File: src/rtl/pipo_load_arbiter.sv
// Round-robin arbiter granting N requesters write access to one shared PIPO
// register through a LOAD / ACK four-phase handshake.
module pipo_load_arbiter #(
  parameter int WIDTH = 4,
  parameter int N     = 4
) (
  input  logic                 clk,
  input  logic                 clear,
  input  logic [N-1:0]         req,
  input  logic [N*WIDTH-1:0]   wdata,
  output logic [N-1:0]         gnt,
  output logic [N-1:0]         ack,
  output logic                 pipo_load,
  output logic [WIDTH-1:0]     pipo_d,
  output logic                 busy,
  output logic [2:0]           last_id
);

  localparam int IW = (N > 1) ? $clog2(N) : 1;

  localparam logic [1:0] IDLE = 2'd0;
  localparam logic [1:0] LOAD = 2'd1;
  localparam logic [1:0] ACK  = 2'd2;

  logic [1:0]       state;
  logic [IW-1:0]    winner;
  logic [IW-1:0]    pick;
  logic [N-1:0]     pick_oh;
  logic [WIDTH-1:0] pick_data;
  logic             found;

  // Search starts one past the last winner and wraps; first requester found wins.
  always_comb begin
    int unsigned idx;
    pick      = '0;
    pick_oh   = '0;
    pick_data = '0;
    found     = 1'b0;
    idx       = 0;
    for (int unsigned off = 0; off < N; off++) begin
      idx = (32'(last_id) + 1 + off) % N;
      if (!found && req[idx[IW-1:0]]) begin
        found               = 1'b1;
        pick                = idx[IW-1:0];
        pick_oh[idx[IW-1:0]] = 1'b1;
        pick_data           = wdata[idx*WIDTH +: WIDTH];
      end
    end
  end

  always_comb busy = (state != IDLE);

  always_ff @(posedge clk or negedge clear) begin
    if (!clear) begin
      state     <= IDLE;
      winner    <= '0;
      gnt       <= '0;
      ack       <= '0;
      pipo_load <= 1'b0;
      pipo_d    <= '0;
      last_id   <= 3'(N - 1);
    end else begin
      case (state)
        IDLE: begin
          if (found) begin
            state     <= LOAD;
            winner    <= pick;
            gnt       <= pick_oh;
            pipo_d    <= pick_data;
            pipo_load <= 1'b1;
          end
        end
        LOAD: begin
          state     <= ACK;
          ack       <= gnt;
          last_id   <= 3'(winner);
          pipo_load <= 1'b0;
        end
        ACK: begin
          // Release only once the winner withdraws its request.
          if (!req[winner]) begin
            state <= IDLE;
            gnt   <= '0;
            ack   <= '0;
          end
        end
        default: begin
          state     <= IDLE;
          gnt       <= '0;
          ack       <= '0;
          pipo_load <= 1'b0;
        end
      endcase
    end
  end

endmodule

File: config.mk
export PLATFORM = sky130hd
export DESIGN_NAME = pipo_load_arbiter
export DESIGN_NICKNAME = d
export VERILOG_FILES = /design/src/rtl/pipo_load_arbiter.sv
export SDC_FILE = /design/constraint.sdc
export NUM_CORES = 1
export LEC_CHECK = 0
export BUFFER_PORTS_ARGS = -buffer_cell sky130_fd_sc_hd__buf_2
export CAP_MARGIN = 10
export CORE_MARGIN = 3
export CORE_UTILIZATION = 26
export DETAILED_ROUTE_END_ITERATION = 8
export HOLD_SLACK_MARGIN = 0.08
export SLEW_MARGIN = 20
export SYNTH_ARGS = -nofsm -noshare
export SYNTH_HDL_FRONTEND = slang
export SYNTH_SLANG_ARGS = --single-unit
export TNS_END_PERCENT = 20
File: constraint.sdc
create_clock -name clk -period 4.15 [get_ports clk]
set_clock_uncertainty 0.05 [all_clocks]
set_input_delay 0.415 -clock clk [delete_from_list [all_inputs] [get_ports clk]]
set_output_delay 0.415 -clock clk [all_outputs]
set_load 0.03 [all_outputs]
==> impl_metrics.csv <==
group,metric,value,unit
status,outcome,"completed",
detailed_routing,drt_iter0_drc,190,
worst_setup_path,crit_chain,"inv_1 > ha_1 > mux4_2 > or4_1 > nand3_2 > inv_2 > mux2_4",
placement,dp_hpwl,3838,um
worst_setup_path,path_max_fanout,17,
cells_and_area,fillCellCount,756,
logic_synthesis,synth-simple-area-share,0.1640,
timing,fin_crit_sh,0.8022,
logic_synthesis,postSynthCellCount,189,
power,vdd_drop_max,0.0002061,V
floorplanning,dieArea,8150,um^2
timing,layout_min_cycle_time,3.329,ns
placement,port-buffer-count,37,
worst_setup_path,r2r_start,"last_id[1]",
floorplanning,ios,39,
clocking,cts_buffers,3,
timing,hold_viol,0,
logic_synthesis,synth_top_family_by_area,"multiplexers",
clocking,clkLatencyLatePin,0.25,ns
logic_synthesis,ys_seq_area_frac,0.2588,
logic_synthesis,syn_nets,217,
logic_synthesis,synth.avg_cell_area,9.771,um^2
clocking,clock_path_buffers,2,
timing,fin_tns_setup,0,ns
timing,setup_viol,0,
global_route,grt.total_usage,0.1251,
detailed_routing,vias,1655,
floorplanning,chipWidth,90.28,um
cells_and_area,diodes,0,
detailed_routing,drt-vias-per-instance,5.288,
timing,drv_slew,0,
global_route,antenna_found_initial,0,
detailed_routing,wl,5029,um
placement,pre_cts_ws,0.8449,ns
logic_synthesis,muxShareOfSynthArea,0.2385,
logic_synthesis,synth_xor_area_frac,0,
logic_synthesis,ys_ff_latch,19,
detailed_routing,drc,0,
global_route,grt_overflow_total,0,
worst_setup_path,worstPathArrival,3.41,ns
detailed_routing,ant_nets,0,
floorplanning,std_cell_rows,30,
timing,slew_headroom,0.4805,
worst_setup_path,critPathKind,"flip-flop to flip-flop",
worst_setup_path,cp_top_family,"multiplexers",
worst_setup_path,end_kind,"flip-flop",
logic_synthesis,synth_edf_count,0,
logic_synthesis,synth_warnings,0,
worst_setup_path,max_stage_delay,0.73,ns
worst_setup_path,crit_start,"last_id[1]",
logic_synthesis,ys_top_cells_by_area,"dfrtp_1, mux4_2, mux2i_1, mux2_2, ha_1",
logic_synthesis,ys.flop_type,"dfrtp_1",
clocking,cts_sinks,19,
clocking,cts.root.buffer_cell,"clkbuf_8",
clocking,cts_resized,0,
worst_setup_path,worstPathRequired,4.23,ns
logic_synthesis,synth_area,1847,um^2
detailed_routing,drt_first_pass_iters,4,
power,p_leak,0.8862,nW
timing,setup_ws,0.8210,ns
logic_synthesis,synth_compound_area_frac,0.2304,
floorplanning,die_h,90.28,um
clocking,cts_tree,"built",
worst_setup_path,r2r_setup_slack,0.82,ns
timing,fmax,300.4,MHz
placement,routabilityCongestion,0.8569,
logic_synthesis,synthArstFlopShare,1.000,
global_route,grt_pass1_vias,1609,
detailed_routing,post_drt_wl_per_cell,16.07,um
cells_and_area,syn_to_final_growth,14.97,%
logic_synthesis,yosysTopAreaCell,"dfrtp_1",
worst_setup_path,path_buf_inv,2,
clocking,h-tree-depth,1,
hold_path,hold_class,"flip-flop to flip-flop",
cells_and_area,nets,246,
logic_synthesis,ys_types,53,
timing,rsz0062_at_grt,"no",
clocking,clk_pin_slew,0.07,ns
logic_synthesis,synth_top_area_frac,0.2304,
worst_setup_path,crit_path_top_delay_cell,"mux4_2",
run,cap_violations,0,
cells_and_area,drive_gt1_frac,0.2995,
global_route,grt_max_degree,46,
worst_setup_path,start_kind,"flip-flop",
hold_path,min-delay-start,"ack[2]",
logic_synthesis,synth_fa_ha_area_frac,0.04065,
global_route,grt_pass1_wl,8445,um
floorplanning,fp.coreArea,6832,um^2
timing,tightestPinTransition,0.7576,ns
floorplanning,initial_core_util,0.2703,
power,p_per_area,832.0,nW/um^2
Yosys cell counts, drive strengths merged, types with 4 or more instances:
master and number:
a22o 4, nand2 10, nand3b 4, clkbuf 4, a21oi 9, dfrtp 17
o21ai 9, ha 6, mux4 10, inv 8, buf 11, a2111oi 4
a221oi 5, nor2 7, mux2i 11, nor3 5, nand3 7, mux2 9
where the power goes:
group	switching [mW]	internal, mW	total, mW
Clock	0.0556	0.0680	0.124
Combinational	0.801	0.505	1.31
Sequential	0.0627	0.274	0.336
Total	0.919	0.847	1.77
cell usage in the layout (no fill, tap or decap), drive strengths merged, types with 3 or more instances in the layout:
master,Yosys,layout
o2bb2ai,3,3
a221o,3,3
a2111oi,4,4
nor2,7,7
mux4,10,10
mux2,9,9
a221oi,5,5
nor4,3,3
o21ai,9,9
nand3b,4,4
nor2b,3,3
a22o,4,4
clkbuf,4,4
nand3,7,7
ha,6,6
nor3,5,5
nand2,10,10
dfrtp,17,17
inv,8,8
mux2i,11,11
buf,11,38
a21oi,9,9
worst reg2reg max path, delay by kind of cell, from the launching register on:
kind | cells | cell delay [ns]
simple gates | 2 | 0.81
mux | 2 | 1.04
fa+ha+maj | 1 | 0.55
flops | 1 | 0.57
buf+inv | 2 | 0.20
registers in the layout, indices dropped and copies added (netlist names):
| signal | flops |
|---|---|
| winner | 2 |
| pipo_load | 1 |
| pipo_d | 4 |
| state | 2 |
| last_id | 2 |
| ack | 4 |
| gnt | 4 |
final timing paths:
| check | endpoint | cells past startpoint |
|---|---|---|
| min in group asynchronous | ack[3] | 2 |
| worst max-delay path | winner[0] | 7 |
| max in group asynchronous | last_id[1] | 2 |
| worst max register to register | winner[0] | 7 |
| worst min register to register | ack[2] | 1 |
| worst min-delay path | ack[2] | 1 |
per-layer routing:
layer | GRT usage | vias up | wire, um
li1 | - | 804 | -
met1 | 0.1860 | 792 | 2434
met2 | 0.1904 | 55 | 2305
met3 | 0.01667 | 4 | 251
met4 | 0.03189 | 0 | 38
met5 | 0 | - | 0
per-stage QoR:
| step | power (mW) | hold slack [ns] | utilization | cells | area (um^2) |
|---|---|---|---|---|---|
| after floorplan | 1.376 | 0.06941 | - | 189 | 1847 |
| after global placement | 1.625 | 0.3229 | 0.3027 | 308 | 2068 |
| after detailed placement | 1.635 | 0.3286 | 0.3027 | 308 | 2068 |
| after CTS | 1.767 | 0.4528 | 0.3108 | 313 | 2123 |
| after global routing | 1.907 | 0.4614 | 0.3108 | 313 | 2123 |
| final | 1.767 | 0.4436 | 0.3108 | 313 | 2123 |
area by class of cell:
cell class / instances / area (um^2) / area share
Inverter: 8 / 30.03 / 0.01414
Clock buffer: 4 / 45.04 / 0.02121
Tap cell: 96 / 120.1 / 0.05657
Sequential cell: 19 / 478.0 / 0.2251
Timing Repair Buffer: 39 / 202.7 / 0.09546
Multi-Input combinational cell: 147 / 1247 / 0.5875
cell families (layout without fill, tap and decap cells):
logic type,count (synthesis),in the layout
AOI/OAI and AO/OA,57,57
adders and majority gates,6,6
buffers and inverters,23,51
DFF,19,19
muxes,30,30
other,1,1
and+or+nand+nor,53,53
repair_timing:
action                    in CTS  in global routing
setup buffers                  0                  0
hold endpoints to repair      17                  0
hold buffers                   1                  0
Power figures use the tool's default switching activity.
